**config.mk**
```make
export PLATFORM = sky130hd
export DESIGN_NAME = opl3_sample_fifo
export DESIGN_NICKNAME = d
export VERILOG_FILES = /design/src/rtl/opl3_fifo_pkg.sv /design/src/rtl/sync_fifo.sv /design/src/rtl/opl3_sample_fifo.sv
export SDC_FILE = /design/constraint.sdc
export NUM_CORES = 1
export LEC_CHECK = 0
export ABC_CLOCK_PERIOD_IN_PS = 7450
export BUFFER_PORTS_ARGS = -buffer_cell sky130_fd_sc_hd__buf_2
export CORE_MARGIN = 2
export CORE_UTILIZATION = 45
export CTS_BUF_LIST = sky130_fd_sc_hd__clkbuf_16
export DETAILED_ROUTE_END_ITERATION = 10
export PLACE_DENSITY = 0.62
export SYNTH_ARGS = -nofsm -noshare
export SYNTH_HDL_FRONTEND = slang
export SYNTH_SLANG_ARGS = --single-unit
```
**constraint.sdc**
```tcl
create_clock -name clk_rv -period 7.45 [get_ports clk_rv]
set_clock_uncertainty 0.05 [all_clocks]
set_input_delay 0.745 -clock clk_rv [delete_from_list [all_inputs] [get_ports clk_rv]]
set_output_delay 0.745 -clock clk_rv [all_outputs]
set_load 0.05 [all_outputs]
```
**src/rtl/opl3_fifo_pkg.sv**
```systemverilog
// Shared constants for the OPL3 sample FIFO: register indices and field positions.
package opl3_fifo_pkg;

  // Register indices (mem_addr[4:2])
  localparam logic [2:0] REG_STATUS   = 3'd0;
  localparam logic [2:0] REG_DATA0    = 3'd1;
  localparam logic [2:0] REG_DATA1    = 3'd2;
  localparam logic [2:0] REG_CTRL     = 3'd3;
  localparam logic [2:0] REG_OVFL_CNT = 3'd4;

  // STATUS bit positions
  localparam int ST_NOT_EMPTY = 0;
  localparam int ST_OVFL      = 1;
  localparam int ST_FULL      = 2;
  localparam int ST_IRQ       = 3;
  localparam int ST_LEVEL_LSB = 16;
  localparam int ST_LEVEL_W   = 9;

  // CTRL field positions
  localparam int CTRL_ENABLE     = 0;
  localparam int CTRL_CLEAR      = 1;
  localparam int CTRL_THRESH_LSB = 8;
  localparam int CTRL_THRESH_W   = 8;

endpackage

```
**src/rtl/sync_fifo.sv**
```systemverilog
// Single-clock FIFO with synchronous clear; head data is presented combinationally.
// A push into a full FIFO is accepted only when a pop is accepted on the same edge.
// A pop from an empty FIFO is ignored. Clear wins over push and pop.
module sync_fifo #(
  parameter int WIDTH = 32,
  parameter int DEPTH = 16
) (
  input  logic                       clk,
  input  logic                       rst_n,
  input  logic                       clear,
  input  logic                       push,
  input  logic                       pop,
  input  logic [WIDTH-1:0]           wdata,
  output logic [WIDTH-1:0]           rdata,
  output logic [$clog2(DEPTH):0]     level,
  output logic [$clog2(DEPTH):0]     level_next,
  output logic                       full,
  output logic                       empty
);

  localparam int AW = $clog2(DEPTH);

  logic [WIDTH-1:0] mem [DEPTH];
  logic [AW-1:0]    wr_ptr;
  logic [AW-1:0]    rd_ptr;
  logic             push_ok;
  logic             pop_ok;

  assign full    = (level == (AW+1)'(DEPTH));
  assign empty   = (level == '0);
  assign pop_ok  = pop & ~empty;
  assign push_ok = push & (~full | pop_ok);
  assign rdata   = mem[rd_ptr];

  // Next occupancy, also exported so the parent can register flags aligned with level
  always_comb begin
    level_next = level;
    if (clear) begin
      level_next = '0;
    end else if (push_ok && !pop_ok) begin
      level_next = level + 1'b1;
    end else if (pop_ok && !push_ok) begin
      level_next = level - 1'b1;
    end
  end

  // Storage array; no reset needed since entries are only read below level
  always_ff @(posedge clk) begin
    if (push_ok && !clear) begin
      mem[wr_ptr] <= wdata;
    end
  end

  // Pointers wrap modulo DEPTH; level carries the extra bit that separates full from empty
  always_ff @(posedge clk or negedge rst_n) begin
    if (!rst_n) begin
      wr_ptr <= '0;
      rd_ptr <= '0;
      level  <= '0;
    end else begin
      level <= level_next;
      if (clear) begin
        wr_ptr <= '0;
        rd_ptr <= '0;
      end else begin
        if (push_ok) wr_ptr <= wr_ptr + 1'b1;
        if (pop_ok)  rd_ptr <= rd_ptr + 1'b1;
      end
    end
  end

endmodule

```
**src/rtl/opl3_sample_fifo.sv**
```systemverilog
// Sample-capture peripheral: latches CHANNELS synth channels on each rising sample_clk
// into a FIFO and exposes it to the PicoRV32 native bus through a small register window.
// Bus handshake: a request (mem_valid & sel & !mem_ready) sampled at an edge commits its
// write or pop at that edge and returns mem_ready=1 for exactly one cycle, with mem_rdata
// registered at the same edge.
module opl3_sample_fifo
  import opl3_fifo_pkg::*;
#(
  parameter int CHANNELS = 2,
  parameter int DEPTH    = 16
) (
  input  logic               clk_rv,
  input  logic               rst_rv_,
  input  logic               sel,
  input  logic               mem_valid,
  input  logic [4:0]         mem_addr,
  input  logic [3:0]         mem_wstrb,
  input  logic [31:0]        mem_wdata,
  output logic               mem_ready,
  output logic [31:0]        mem_rdata,
  input  logic               sample_clk,
  input  logic signed [15:0] ch_a,
  input  logic signed [15:0] ch_b,
  input  logic signed [15:0] ch_c,
  input  logic signed [15:0] ch_d,
  output logic               irq
);

  localparam int         W       = CHANNELS * 16;
  localparam int         LW      = $clog2(DEPTH) + 1;
  localparam logic [2:0] POP_IDX = (CHANNELS == 4) ? REG_DATA1 : REG_DATA0;

  logic              sample_clk_d;
  logic              enable;
  logic [7:0]        thresh;
  logic              ovfl;
  logic [15:0]       ovfl_cnt;

  logic              req;
  logic              wr;
  logic              rd;
  logic [2:0]        idx;
  logic              ctrl_wr;
  logic              clear;
  logic              push;
  logic              pop;
  logic              drop;
  logic [63:0]       sample_all;
  logic [W-1:0]      head;
  logic [LW-1:0]     level;
  logic [LW-1:0]     level_next;
  logic              full;
  logic              empty;
  logic [8:0]        level_ext;
  logic [8:0]        level_next_ext;
  logic [7:0]        thresh_next;
  logic              irq_next;
  logic [31:0]       data0;
  logic [31:0]       data1;
  logic [31:0]       rd_val;
  logic              unused_bits;

  assign req     = mem_valid & sel & ~mem_ready;
  assign wr      = req & (|mem_wstrb);
  assign rd      = req & ~(|mem_wstrb);
  assign idx     = mem_addr[4:2];
  assign ctrl_wr = wr & (idx == REG_CTRL);
  assign clear   = ctrl_wr & mem_wdata[CTRL_CLEAR];
  assign pop     = rd & (idx == POP_IDX);
  assign push    = enable & sample_clk & ~sample_clk_d;

  // Channel a lands in the most significant half-word; c/d fall off the end when CHANNELS=2
  assign sample_all = {ch_a, ch_b, ch_c, ch_d};

  // A full FIFO drops the sample unless a pop frees a slot on the same edge
  assign drop = push & full & ~pop & ~clear;

  assign unused_bits = ^{sample_all[31:0], mem_addr[1:0], mem_wdata[31:16], mem_wdata[7:2]};

  sync_fifo #(
    .WIDTH (W),
    .DEPTH (DEPTH)
  ) u_fifo (
    .clk        (clk_rv),
    .rst_n      (rst_rv_),
    .clear      (clear),
    .push       (push),
    .pop        (pop),
    .wdata      (sample_all[63 -: W]),
    .rdata      (head),
    .level      (level),
    .level_next (level_next),
    .full       (full),
    .empty      (empty)
  );

  assign level_ext      = 9'(level);
  assign level_next_ext = 9'(level_next);
  assign thresh_next    = ctrl_wr ? mem_wdata[CTRL_THRESH_LSB +: CTRL_THRESH_W] : thresh;
  assign irq_next       = (thresh_next != 8'd0) && (level_next_ext >= {1'b0, thresh_next});

  assign data0 = head[W-1 -: 32];
  assign data1 = (CHANNELS == 4) ? head[31:0] : 32'd0;

  // Register read mux; data registers read 0 when the FIFO is empty
  always_comb begin
    rd_val = 32'd0;
    case (idx)
      REG_STATUS: begin
        rd_val[ST_NOT_EMPTY]                   = ~empty;
        rd_val[ST_OVFL]                        = ovfl;
        rd_val[ST_FULL]                        = full;
        rd_val[ST_IRQ]                         = irq;
        rd_val[ST_LEVEL_LSB +: ST_LEVEL_W]     = level_ext;
      end
      REG_DATA0:    rd_val = empty ? 32'd0 : data0;
      REG_DATA1:    rd_val = empty ? 32'd0 : data1;
      REG_CTRL: begin
        rd_val[CTRL_ENABLE]                        = enable;
        rd_val[CTRL_THRESH_LSB +: CTRL_THRESH_W]   = thresh;
      end
      REG_OVFL_CNT: rd_val = {16'd0, ovfl_cnt};
      default:      rd_val = 32'd0;
    endcase
  end

  // Bus response: one-cycle ready pulse with registered read data
  always_ff @(posedge clk_rv or negedge rst_rv_) begin
    if (!rst_rv_) begin
      mem_ready <= 1'b0;
      mem_rdata <= 32'd0;
    end else begin
      mem_ready <= req;
      mem_rdata <= rd ? rd_val : 32'd0;
    end
  end

  // Control register and sample_clk edge detector
  always_ff @(posedge clk_rv or negedge rst_rv_) begin
    if (!rst_rv_) begin
      enable       <= 1'b0;
      thresh       <= 8'd0;
      sample_clk_d <= 1'b0;
    end else begin
      sample_clk_d <= sample_clk;
      if (ctrl_wr) begin
        enable <= mem_wdata[CTRL_ENABLE];
        thresh <= mem_wdata[CTRL_THRESH_LSB +: CTRL_THRESH_W];
      end
    end
  end

  // Sticky overflow flag and saturating drop counter; clear wipes both
  always_ff @(posedge clk_rv or negedge rst_rv_) begin
    if (!rst_rv_) begin
      ovfl     <= 1'b0;
      ovfl_cnt <= 16'd0;
    end else if (clear) begin
      ovfl     <= 1'b0;
      ovfl_cnt <= 16'd0;
    end else if (drop) begin
      ovfl <= 1'b1;
      if (ovfl_cnt != 16'hFFFF) ovfl_cnt <= ovfl_cnt + 16'd1;
    end
  end

  // Level interrupt, registered from the next level so it changes together with STATUS
  always_ff @(posedge clk_rv or negedge rst_rv_) begin
    if (!rst_rv_) begin
      irq <= 1'b0;
    end else begin
      irq <= irq_next;
    end
  end

endmodule

```
==> summary.md <==
| Metric | Value |
|---|---|
| Area leader, netlist | `edfxtp_1` |
| Final count of negative-setup-slack endpoints | `0` |
| Worst skew pair latency | `610 ps` |
| Postcts setup bufs | `0` |
| Flip-flop and latch count after synthesis | `586` |
| Longest Clk Path Bufs | `3` |
| Met1 Usage GRT | `0.277` |
| Unique masters post-synth | `66` |
| Compound-Gate Fraction of Synth Area | `0.0315` |
| Layout area overhead | `13.9%` |
| Number of max-cap violations | `0` |
| Synth Net Count | `1,254` |
| WL per Instance | `25.5 um` |
| CTS buffer count | `59` |
| Fin Setup TNS | `0 ps` |
| Final instance area | `26,300 um^2` |
| Outcome | `completed` |
| Top_reg_cell synth | `edfxtp_1` |
| Largest family of logic cells by synthesized area | `multiplexers` |
| Mapped Area | `between 20,000 and 25,000 um^2` |
| Fin. Hold Viols | `0` |
| Nets | `around 1,400` |
| Met3 Usage GRT | `0.0338` |
| Adder-cell share of the synthesized area | `0.00760` |
| CTS tree | `done` |
| Die height | `approximately 230 um` |
| Drt total wl | `approximately 50,000 um` |
| Share of the synthesized area in the top cell type | `0.667` |
| XOR/XNOR Fraction of Synth Area | `0.00342` |
| Post-route clock period utilization | `0.486` |
| WP data arrival | `~3800 ps` |
| Slowest CP cell | `or4_4` |
| CP required | `around 7600 ps` |
| IO Port Bufs | `87` |
| Mux contribution to synthesized area | `0.153` |
| Synth top area cells | `edfxtp_1 67%, mux4_2 13%, dfrtp_1 8.0%` |
| WP buf/inv | `2` |
| Core Rows | `a little over 80` |
| Seq/Total Area, Yosys | `0.747` |
| Rel. slew slack | `0.222` |
| Mapped Cells | `~1,100` |
| Core Box Area | `around 50,000 um^2` |
| DIE WIDTH | `between 200 and 250 um` |
| Detailed-route DRC error count | `0` |
| Gr ovfl total | `0` |
| Fillers | `between 3,000 and 4,000` |
| Crit-path max cell delay | `approximately 580 ps` |
| Starting Density | `0.458` |
| Total GRT Usage | `0.191` |
| Final ANT Viol Nets | `0` |
| Worst-path fanout max | `23` |
| Largest net degree at the start of global routing | `133` |
| H-tree levels | `2` |
| Mean post-synth cell area | `about 20 um^2` |
| Tmin final | `3620 ps` |
| CP Cell Sequence | `buf_2 > or4_4 > nor3_2 > o21ai_2 > nand4b_1 > nor2_4 > buf_4` |
| DRT Pass-1 Iters | `6` |
| Async set-reset flop share out of synthesis | `0.126` |
| PnR Total Power | `between 7 and 8 mW` |
| Initial DRC count | `approximately 1,100` |
| Placed Area | `around 24,000 um^2` |
| Via count | `11,300` |
| RSZ-0062 raised after global routing | `false` |
| Area taken by multi-input logic gates | `between 5000 and 6000 um^2` |
| Initial antenna violation count | `4` |
| Root buf cell | `clkbuf_16` |
| Simple logic cell fraction of the synthesized area | `0.0419` |
| Ports | `approximately 140` |
| Gpl congestion | `~0.81` |
| Layout cells sized above 1 | `0.298` |
| Via count of the first global-routing pass | `around 12,000` |
| Hold Path Class | `in -> reg` |
| Slew Limit Fails | `0` |
| Syn. warnings | `0` |
| Storage cell area | `around 17,000 um^2` |
| Full die area | `roughly 53,000 um^2` |
| Delay-heaviest family, CP | `simple AND/OR/NAND/NOR gates` |
| Busiest layer in global routing | `met2` |
| PD cells | `about 270 nW/um^2` |
| P_leak | `8.66 nW` |
| Vias per cell | `5.76` |
| Fmax | `between 200 and 300 MHz` |
| GRT met2 Usage | `0.303` |
| Post-DP HPWL | `between 20,000 and 30,000 um` |
| Slew @ Worst Pin | `1160 ps` |
| Clk sink count | `between 500 and 600` |
| Crit Path Class | `in -> reg` |
| Clk pin slew, worst setup/hold paths | `60 ps` |
| Peak supply drop | `between 150 and 200 uV` |
| Number of flops mapped to enable cells by yosys | `512` |
| First-pass GRT wire length | `about 74,000 um` |
| CP startpoint kind | `primary input` |
| Setup crit end kind | `flop` |
[final timing paths]
path / start / to / slack (ps) / depth (start not counted)
min reg2reg: ovfl / ovfl / 480 / 2
max: mem_wstrb[1] / u_fifo.mem[12][28] / 3830 / 7
max in group asynchronous: rst_rv_ / u_fifo.rd_ptr[0] / 5560 / 3
min: sample_clk / sample_clk_d / 220 / 1
min in group asynchronous: rst_rv_ / mem_rdata[8] / 480 / 2
max reg2reg: u_fifo.level[0] / u_fifo.mem[12][28] / 3850 / 7
[area by class of cell]
class | count | share of cell area
antenna | 1 | 0.0000952
inverter | 25 | 0.00357
sequential | 586 | 0.656
tap | 672 | 0.0320
clock buffer | 60 | 0.0571
multi-input combinational | 462 | 0.210
clock inverter | 48 | 0.0170
timing repair buffer | 109 | 0.0240
[worst reg2reg max path, stage by stage (launching register included)]
cell	delay [ps]
dfrtp_1	540
inv_1	110
ha_1	250
nand3_1	340
o21ai_2	240
nand4b_1	550
nor2_4	570
buf_4	540
[cells in the final DEF (no fill, tap or decap), types with 4 or more instances in the layout]
| master | n |
|---|---|
| clkbuf_16 | 60 |
| and3_1 | 4 |
| buf_2 | 86 |
| bufinv_16 | 8 |
| a2bb2oi_1 | 5 |
| and2_1 | 15 |
| mux4_2 | 138 |
| a222oi_1 | 8 |
| nor3_1 | 4 |
| nor2_4 | 5 |
| xnor2_1 | 5 |
| ha_1 | 14 |
| clkinv_2 | 13 |
| inv_1 | 34 |
| o21ai_0 | 15 |
| nand3_1 | 9 |
| clkinv_1 | 11 |
| mux2i_1 | 23 |
| nor2_1 | 22 |
| edfxtp_1 | 512 |
| buf_4 | 20 |
| a22o_1 | 9 |
| xor2_1 | 4 |
| or3_1 | 9 |
| nand4_1 | 7 |
| and2_2 | 12 |
| mux2_2 | 17 |
| nand2_1 | 19 |
| or4_1 | 9 |
| nor4_1 | 5 |
| o31ai_1 | 5 |
| nor2b_1 | 10 |
| a211oi_1 | 9 |
| dfrtp_1 | 70 |
| a21oi_1 | 30 |
[through the flow]
stage                     setup slack [ps]  cells   util  hold WS, ps
after floorplan                       3420   1130      -          399
after global placement                3230   1853  0.483          437
after detailed placement              3220   1853  0.483          447
after CTS                             3820   1962  0.522          184
after global routing                  3640   1962  0.522          190
final                                 3830   1963  0.522          220
[sequential cells by signal, summed over array words and instances (netlist names)]
register	cells
enable	1
irq	1
mem_rdata	32
mem_ready	1
ovfl	1
ovfl_cnt	16
sample_clk_d	1
thresh	8
u_fifo.level	5
u_fifo.mem	512
u_fifo.rd_ptr	4
u_fifo.wr_ptr	4
[cell usage after synthesis, types with 3 or more instances]
master	number
mux4_2	138
xnor2_1	5
xor2_1	4
and2_1	27
or3_1	9
and4_1	3
o22ai_1	3
a222oi_1	8
a211oi_1	9
a22o_1	9
nor3_1	4
o211ai_1	3
or4_1	9
a2bb2oi_1	5
nor4_1	5
inv_1	25
nor2b_1	10
nand3b_1	3
nand4_1	7
a21oi_1	30
o31ai_1	5
o21ai_0	15
nor4b_2	3
ha_1	14
nand2_1	19
and3_1	4
nand3_1	9
buf_2	24
edfxtp_1	512
nor2_1	26
o221ai_1	3
clkbuf_1	24
dfrtp_1	74
mux2i_1	23
buf_1	5
mux2_2	17
[layer usage]
metal | wire, um | share of wire
met5 | 30 | 0.00060
met4 | 912 | 0.018
met3 | 2890 | 0.058
met2 | 24000 | 0.48
met1 | 22300 | 0.45
[repair_timing]
item	in CTS	in global routing
hold buffers	1	0
gates resized for setup	0	0
endpoints found under the hold margin	11	0
[power breakdown]
group          switching, mW  total (mW)  internal, mW
clock                   1.23        2.96          1.73
sequential            0.0679        3.72          3.65
combinational          0.239       0.396         0.157
[logic make-up after synthesis]
group	Yosys count
xor+xnor	9
compound gates	105
flops	586
buf+inv	82
fa+ha+maj	14
simple gates	156
mux	178
Note: power is estimated with default switching activity, not from simulation.
